--- config.mk ---
export PLATFORM = sky130hd
export DESIGN_NAME = serial_subtractor_flat
export DESIGN_NICKNAME = d
export VERILOG_FILES = /design/src/rtl/serial_subtractor_if.sv /design/src/rtl/serial_subtractor.sv /design/src/flat_wrapper.sv
export SDC_FILE = /design/constraint.sdc
export NUM_CORES = 1
export LEC_CHECK = 0
export CORE_ASPECT_RATIO = 0.6
export CORE_MARGIN = 10
export CORE_UTILIZATION = 48
export DETAILED_ROUTE_END_ITERATION = 8
export PLACE_DENSITY = 0.77
export SYNTH_ARGS = -nofsm -noshare
export SYNTH_HDL_FRONTEND = slang
export SYNTH_SLANG_ARGS = --single-unit
--- constraint.sdc ---
create_clock -name clk -period 1.4 [get_ports clk]
set_input_delay 0.21 -clock clk [delete_from_list [all_inputs] [get_ports clk]]
set_output_delay 0.21 -clock clk [all_outputs]
set_load 0.05 [all_outputs]
--- src/rtl/serial_subtractor_if.sv ---
// rtl/serial_subtractor_if.sv - start/done/ack handshake and operand/result bundle for the serial subtractor
interface serial_subtractor_if #(
   parameter int WIDTH = 5
);
   logic             start;
   logic [WIDTH-1:0] a;
   logic [WIDTH-1:0] b;
   logic             bin;
   logic             ack;
   logic             busy;
   logic             done;
   logic [WIDTH-1:0] diff;
   logic             bout;
   logic             ovf;

   modport master (
      output start, a, b, bin, ack,
      input  busy, done, diff, bout, ovf
   );

   modport slave (
      input  start, a, b, bin, ack,
      output busy, done, diff, bout, ovf
   );
endinterface

--- src/rtl/serial_subtractor.sv ---
// rtl/serial_subtractor.sv - bit-serial borrow-ripple subtractor, diff = a - b - bin, LSB first
module serial_subtractor #(
   parameter int WIDTH = 5
) (
   input logic                clk,
   input logic                rst_n,
   serial_subtractor_if.slave bus
);
   localparam int CW = (WIDTH > 2) ? $clog2(WIDTH) : 1;

   typedef enum logic [1:0] {
      IDLE = 2'd0,
      RUN  = 2'd1,
      DONE = 2'd2
   } state_t;

   state_t           state_q, state_d;
   logic [WIDTH-1:0] a_sr, b_sr, diff_q;
   logic [CW-1:0]    cnt;
   logic             br, bout_q, ovf_q;
   logic             load, step, last;
   logic             a0, b0, d, br_next;

   // single full-subtractor cell fed from the operand shift registers
   assign a0      = a_sr[0];
   assign b0      = b_sr[0];
   assign d       = a0 ^ b0 ^ br;
   assign br_next = (~a0 & b0) | (~(a0 ^ b0) & br);

   always_ff @(posedge clk or negedge rst_n) begin
      if (!rst_n) begin
         state_q <= IDLE;
      end else begin
         state_q <= state_d;
      end
   end

   always_comb begin
      state_d = state_q;
      load    = 1'b0;
      step    = 1'b0;
      last    = 1'b0;
      case (state_q)
         IDLE: begin
            if (bus.start) begin
               load    = 1'b1;
               state_d = RUN;
            end
         end
         RUN: begin
            step = 1'b1;
            if (cnt == CW'(WIDTH - 1)) begin
               last    = 1'b1;
               state_d = DONE;
            end
         end
         DONE: begin
            if (bus.ack) begin
               state_d = IDLE;
            end
         end
         default: state_d = IDLE;
      endcase
   end

   always_ff @(posedge clk or negedge rst_n) begin
      if (!rst_n) begin
         a_sr   <= '0;
         b_sr   <= '0;
         diff_q <= '0;
         cnt    <= '0;
         br     <= 1'b0;
         bout_q <= 1'b0;
         ovf_q  <= 1'b0;
      end else if (load) begin
         a_sr <= bus.a;
         b_sr <= bus.b;
         br   <= bus.bin;
         cnt  <= '0;
      end else if (step) begin
         a_sr   <= a_sr >> 1;
         b_sr   <= b_sr >> 1;
         br     <= br_next;
         diff_q <= {d, diff_q[WIDTH-1:1]};
         cnt    <= cnt + CW'(1);
         // on the MSB cycle, br is the borrow into the MSB
         if (last) begin
            bout_q <= br_next;
            ovf_q  <= br ^ br_next;
         end
      end
   end

   assign bus.busy = (state_q != IDLE);
   assign bus.done = (state_q == DONE);
   assign bus.diff = diff_q;
   assign bus.bout = bout_q;
   assign bus.ovf  = ovf_q;
endmodule

--- src/flat_wrapper.sv ---
// flat-port wrapper written by rule: the top's interface ports become plain ports
module serial_subtractor_flat 
#(
   parameter int WIDTH = 5
)
  (clk, rst_n, bus_start, bus_a, bus_b, bus_bin, bus_ack, bus_busy, bus_done, bus_diff, bus_bout, bus_ovf);
  serial_subtractor_if #(.WIDTH(WIDTH)) bus_i ();
  input logic clk;
  input logic rst_n;
  input wire logic [$bits(bus_i.start)-1:0] bus_start;
  input wire logic [$bits(bus_i.a)-1:0] bus_a;
  input wire logic [$bits(bus_i.b)-1:0] bus_b;
  input wire logic [$bits(bus_i.bin)-1:0] bus_bin;
  input wire logic [$bits(bus_i.ack)-1:0] bus_ack;
  output wire logic [$bits(bus_i.busy)-1:0] bus_busy;
  output wire logic [$bits(bus_i.done)-1:0] bus_done;
  output wire logic [$bits(bus_i.diff)-1:0] bus_diff;
  output wire logic [$bits(bus_i.bout)-1:0] bus_bout;
  output wire logic [$bits(bus_i.ovf)-1:0] bus_ovf;
  assign bus_i.start = bus_start;
  assign bus_i.a = bus_a;
  assign bus_i.b = bus_b;
  assign bus_i.bin = bus_bin;
  assign bus_i.ack = bus_ack;
  assign bus_busy = bus_i.busy;
  assign bus_done = bus_i.done;
  assign bus_diff = bus_i.diff;
  assign bus_bout = bus_i.bout;
  assign bus_ovf = bus_i.ovf;
  serial_subtractor #(.WIDTH(WIDTH)) u_core (.clk(clk), .rst_n(rst_n), .bus(bus_i));
endmodule
==> flow_summary.yaml, run 1 <==
clocking:
  tritoncts: "built"
  cts_max_level: 1
  clockBufferDepth: 2
  holdBufCountCts: 0
  clk_root_buffer_cell: "clkbuf_8"
  clkSlewWorstSetupHoldPaths_ps: 80
  numCtsBuffers: 3
  cts.sinks: 23
  clkLatencyLatePin_ps: 270
setup_path:
  required_ps: 1190
  crit_type: "flip-flop to output port"
  cp_cell_sequence: "buf_6, or2_4, buf_8"
  cp_slowest_stage_delay_ps: 390
  cpMaxStageDelayCell: "dfrtp_1"
  start_kind: "flip-flop"
  crit_family: "flip-flops"
  cp.arrival_ps: 1170
  cp-end-kind: "output port"
  crit_buf_inv: 2
  crit_fanout: 4
timing:
  drv_slew: 0
  setup_violations: 0
  clock_skew_ps: 10.9
  worst_pin_slew_ps: 294
  max_slew_margin_pct: 80.4
  setup_tns_ps: 0
  fin_crit_sh_pct: 98.3
  hold_viol_final: 0
  max_freq_mhz: 727
  rsz0062_at_grt: "true"
  fin_hold_ws_ps: 288
  post-route-min-period_ps: 1380
layout:
  diodes: 0
  layout-drive-gt1-share_pct: 18.2
  finalNetCount: 162
  num-fill-cells: 165
  layout_common_cells: "nand2_1, dfrtp_1, clkdlybuf4s50_1, buf_12, buf_4"
  area_delta_synth_final_pct: 41.9
  final_common_cell: "nand2_1"
  final_area_sq_mm: 0.00150
floorplanning:
  die_h_um: 56.4
  core_sq_mm: 0.00213
  dieArea_sq_mm: 0.00454
  row_count: 13
  initial_core_util_pct: 49.6
  io-pin-count: 24
  die_w_um: 80.6
synth:
  yosys.area_share.simple_pct: 24.9
  synth-async-reset-ratio_pct: 100
  netlist_area_sq_mm: 0.00106
  synth_top_family_by_area: "simple AND/OR/NAND/NOR gates"
  synth_area_per_cell_sq_um: 9.44
  synthAdderAreaFrac_pct: 4.26
  syn_nets: 130
  synth.mux.area_fraction_pct: 0
  synth-main-ff-cell: "dfrtp_1"
  synth-edff-count: 0
  ys_seq_elements: 23
  synth_xor_area_share_pct: 1.66
  seq_area_frac_synth_pct: 54.4
  syn-instance-count: 112
  synth_compound_area_share_pct: 8.64
  ys_warn_count: 0
  ys_types: 25
place:
  gp_congestion: 0.795
  port_buffers: 23
  dpl-instance-area_sq_mm: 0.00142
  dp_hpwl_um: 1670
global_route:
  track_usage_pct: 10.5
  grt-ovfl-total: 0
  antenna_found_initial: 0
  grt_pass1_wl_um: 3780
  grt_max_degree: 24
  grt_pass1_vias: 809
detailed_routing:
  wl_met2_um: 1050
  wl_per_cell_um: 13.2
  ant_nets: 0
  drt_first_iter_violations: 59
  dr_wl_met3_um: 175
  vias_per_cell: 4.94
  drc: 0
  first_pass_iters: 4
  via_count: 854
  wl_met1_um: 1030
  totalWireLength_um: 2290
  topRoutingLayerUsed: "met4"
power:
  power.density_mw_per_mm2: 2470
  peakVddDrop_mv: 0.900
  total_leakage_power_nw: 0.718
flow_run:
  drv_cap: 0
hold_path:
  hold_path_class: "input pin to async pin"
run_status:
  outcome: "completed"
==> metal layers <==
layer	vias up	track usage [%]
li1	429	-
met1	400	12.4
met2	21	15.8
met3	4	5.56
met4	0	3.75
met5	-	0
==> kinds of logic after synthesis <==
logic type,count (synthesis)
AO/OA/AOI/OAI,14
XOR/XNOR,2
adder cells (fa/ha/maj),3
buffers and inverters,11
flip-flops,23
AND/OR/NAND/NOR,59
==> final timing paths <==
| check | end | startpoint | slack, ps | cells after the start |
|---|---|---|---|---|
| setup / recovery | bus_busy | u_core.state_q[0] | 20 | 3 |
| hold / removal | u_core.bus.ovf | rst_n | 290 | 2 |
| setup reg to reg | u_core.b_sr[1] | u_core.state_q[0] | 50 | 5 |
| hold reg to reg | u_core.b_sr[0] | u_core.b_sr[1] | 500 | 1 |
| max in group asynchronous | u_core.bus.diff[2] | rst_n | 870 | 2 |
| min in group clk | u_core.b_sr[4] | bus_b[4] | 480 | 3 |
==> sequential cells by signal, indices dropped and copies added (netlist names) <==
| register | count |
|---|---|
| u_core.bus.diff | 5 |
| u_core.bus.ovf | 1 |
| u_core.br | 1 |
| u_core.b_sr | 5 |
| u_core.bus.bout | 1 |
| u_core.a_sr | 5 |
| u_core.cnt | 3 |
| u_core.state_q | 2 |
==> through the flow <==
step	power (mW)	util, %	worst slack (ps)	cells
after floorplan	2.42	-	97.6	112
after global placement	3.16	66.8	-93.4	168
after detailed placement	3.22	66.8	-112	168
after CTS	3.70	69.9	4.68	173
after global routing	3.98	70.4	-6.69	173
final	3.70	70.4	23.8	173
==> Yosys cell counts (2+ instances only) <==
library cell  count  area (sq um)
a22oi_1           2          15.0
a31oi_1           5          31.3
buf_2             4          20.0
dfrtp_1          23           576
ha_1              2          25.0
inv_1             5          18.8
nand2_1          38           143
nand2b_1          2          12.5
nand3_1           6          30.0
nor2_1            6          22.5
o21ai_0           4          20.0
xor2_1            2          17.5
==> worst reg2reg max path: stages (launching register included) <==
cell and delay [ps]:
dfrtp_1 390, buf_4 150, or3b_4 390, buf_6 150, nor2_1 90, a31oi_1 50
==> what timing repair did <==
action	in CTS	in global routing
gates resized for setup	4	4
buffers inserted	1	0
endpoints found under the setup margin	2	13
pin swaps	0	2
==> report_power, final <==
group          switching (mW)  internal [mW]
Clock                   0.199          0.203
Sequential              0.239          0.978
Combinational            1.11          0.967
Total                    1.55           2.15
==> final cells by class <==
| cell class | instances | area (sq um) | area share, % |
|---|---|---|---|
| well taps | 30 | 37.5 | 2.50 |
| repair buffers | 33 | 402 | 26.8 |
| multi-input cells | 78 | 422 | 28.1 |
| flip-flops and latches | 23 | 576 | 38.4 |
| clock buffers | 4 | 45.0 | 3.00 |
| inverters | 5 | 18.8 | 1.25 |
Power figures use the tool's default switching activity.
==> run 2, diff against run 1 <==
--- a/config.mk
+++ b/config.mk
@@ -10,6 +10,7 @@
 export CORE_UTILIZATION = 48
 export DETAILED_ROUTE_END_ITERATION = 8
 export PLACE_DENSITY = 0.77
+export SETUP_SLACK_MARGIN = 0.1
 export SYNTH_ARGS = -nofsm -noshare
 export SYNTH_HDL_FRONTEND = slang
 export SYNTH_SLANG_ARGS = --single-unit
==> flow_summary.yaml, run 2 (synthesis results as in run 1) <==
setup_path:
  ff2ff_setup_slack_ps: 20
  r2r_start: "u_core.state_q[1]"
  cp.arrival_ps: 1190
  crit_type: "flip-flop to output port"
  required_ps: 1190
  cpMaxStageDelayCell: "dfrtp_1"
  crit_fanout: 4
  cp_slowest_stage_delay_ps: 420
  start_kind: "flip-flop"
  cp_cell_sequence: "buf_6, or2_4, buf_8"
  cp-end-kind: "output port"
  crit_path_start: "u_core.state_q[1]"
clocking:
  tritoncts: "built"
  cts_max_level: 1
  numCtsBuffers: 3
  holdBufCountCts: 0
  clockBufferDepth: 2
  cts.sinks: 23
  clkSlewWorstSetupHoldPaths_ps: 80
  clkLatencyLatePin_ps: 270
  clk_root_buffer_cell: "clkbuf_8"
layout:
  final_common_cell: "nand2_1"
  area_delta_synth_final_pct: 45.9
  layout_common_cells: "nand2_1, dfrtp_1, clkdlybuf4s50_1, buf_12, buf_4"
  diodes: 0
  finalNetCount: 164
  layout-drive-gt1-share_pct: 23.4
  utilization_pct: 72.4
global_route:
  track_usage_pct: 11.1
  grt-ovfl-total: 0
  grt_pass1_wl_um: 4080
  antenna_found_initial: 0
  grt_pass1_vias: 911
  grt_max_degree: 24
timing:
  setup_tns_ps: 0
  drv_slew: 0
  setup_violations: 0
  rsz0062_at_grt: "true"
  hold_viol_final: 0
  fin_crit_sh_pct: 100
  max_slew_margin_pct: 79.4
  clock_skew_ps: 4.39
  worst_pin_slew_ps: 308
  post-route-min-period_ps: 1400
  setup_ws_ps: 0.684
  fin_hold_ws_ps: 298
  max_freq_mhz: 715
flow_run:
  drv_cap: 0
power:
  clkPwrFrac_pct: 10.8
  finalPower_mw: 3.80
  peakVddDrop_mv: 1.21
  power.internal_mw: 2.19
  pwr-share-comb_pct: 56.4
  swShare_pct: 42.4
  p_sw_mw: 1.61
  p_seq_share_pct: 32.8
  total_leakage_power_nw: 0.739
  power.density_mw_per_mm2: 2470
detailed_routing:
  totalWireLength_um: 2470
  ant_nets: 0
  drt_first_iter_violations: 38
  first_pass_iters: 4
  vias_per_cell: 4.90
  drc: 0
  wl_per_cell_um: 14.1
  via_count: 858
place:
  pre_cts_slack_ps: -121
  gp_congestion: 0.728
  port_buffers: 23
  dp_hpwl_um: 1700
run_status:
  outcome: "completed"
floorplanning:
  dieArea_sq_mm: 0.00454
  row_count: 13
  initial_core_util_pct: 49.6
  core_sq_mm: 0.00213
  io-pin-count: 24
  die_w_um: 80.6
  die_h_um: 56.4
hold_path:
  hold_path_class: "input pin to async pin"
## run 2: cell types whose count changed in the layout (fill, tap and decap cells not counted), moves of 2 or more
cell	before	now
buf_6	3	5
nor2_1	6	4
nor2_2	0	2
o21ai_0	4	2
o21ai_1	0	2
## run 2: path summary, 6_finish.rpt
path                                endpoint  cells past startpoint
setup / recovery                    bus_busy                      3
hold / removal                u_core.a_sr[0]                      2
setup reg to reg                   u_core.br                      5
hold reg to reg               u_core.a_sr[0]                      2
max in group asynchronous  u_core.state_q[0]                      2
min in group clk              u_core.a_sr[4]                      3
## run 2: metrics by stage
step	std cells	cell area [sq um]
detailed placement	167	1420
floorplan	112	1060
finish	175	1540
global route	175	1540
CTS	175	1520
global placement	167	1420
## run 2: final cells by class
cell class / instances / area (sq um)
fillers: 163 / 588
flip-flops and latches: 23 / 577
multi-input cells: 78 / 439
repair buffers: 35 / 424
clock buffers: 3 / 41.3
well taps: 30 / 37.5
inverters: 5 / 18.8
clock inverters: 1 / 5.00
## run 2: layer usage
layer  vias to the layer above  global-route usage [%]  share of wire [%]
li1                        430                       -                  -
met5                         -                       0                  0
met4                         0                    3.00                1.7
met1                       397                    12.9                 45
met3                         6                    5.24                6.4
met2                        25                    17.9                 47
## run 2: critical path, delay by kind of cell, from the launching register on
family | cells | cell delay [ps]
flops | 1 | 420
buf+inv | 2 | 280
simple gates | 1 | 220
## run 2: repair_timing
action	4_1_cts	5_1_grt
pin swaps	1	4
endpoints found under the setup margin	7	23
setup buffers	2	0
resized for setup	12	8
gates cloned	2	0
## run 2: power groups by stage
stage	clock, mW	sequential (mW)	combinational [mW]
2_1_floorplan	0	1.47	0.955
3_3_place_gp	0	1.23	1.89
3_5_place_dp	0	1.25	1.96
4_1_cts	0.424	1.24	2.10
5_1_grt	0.454	1.29	2.34
6_report	0.412	1.25	2.14
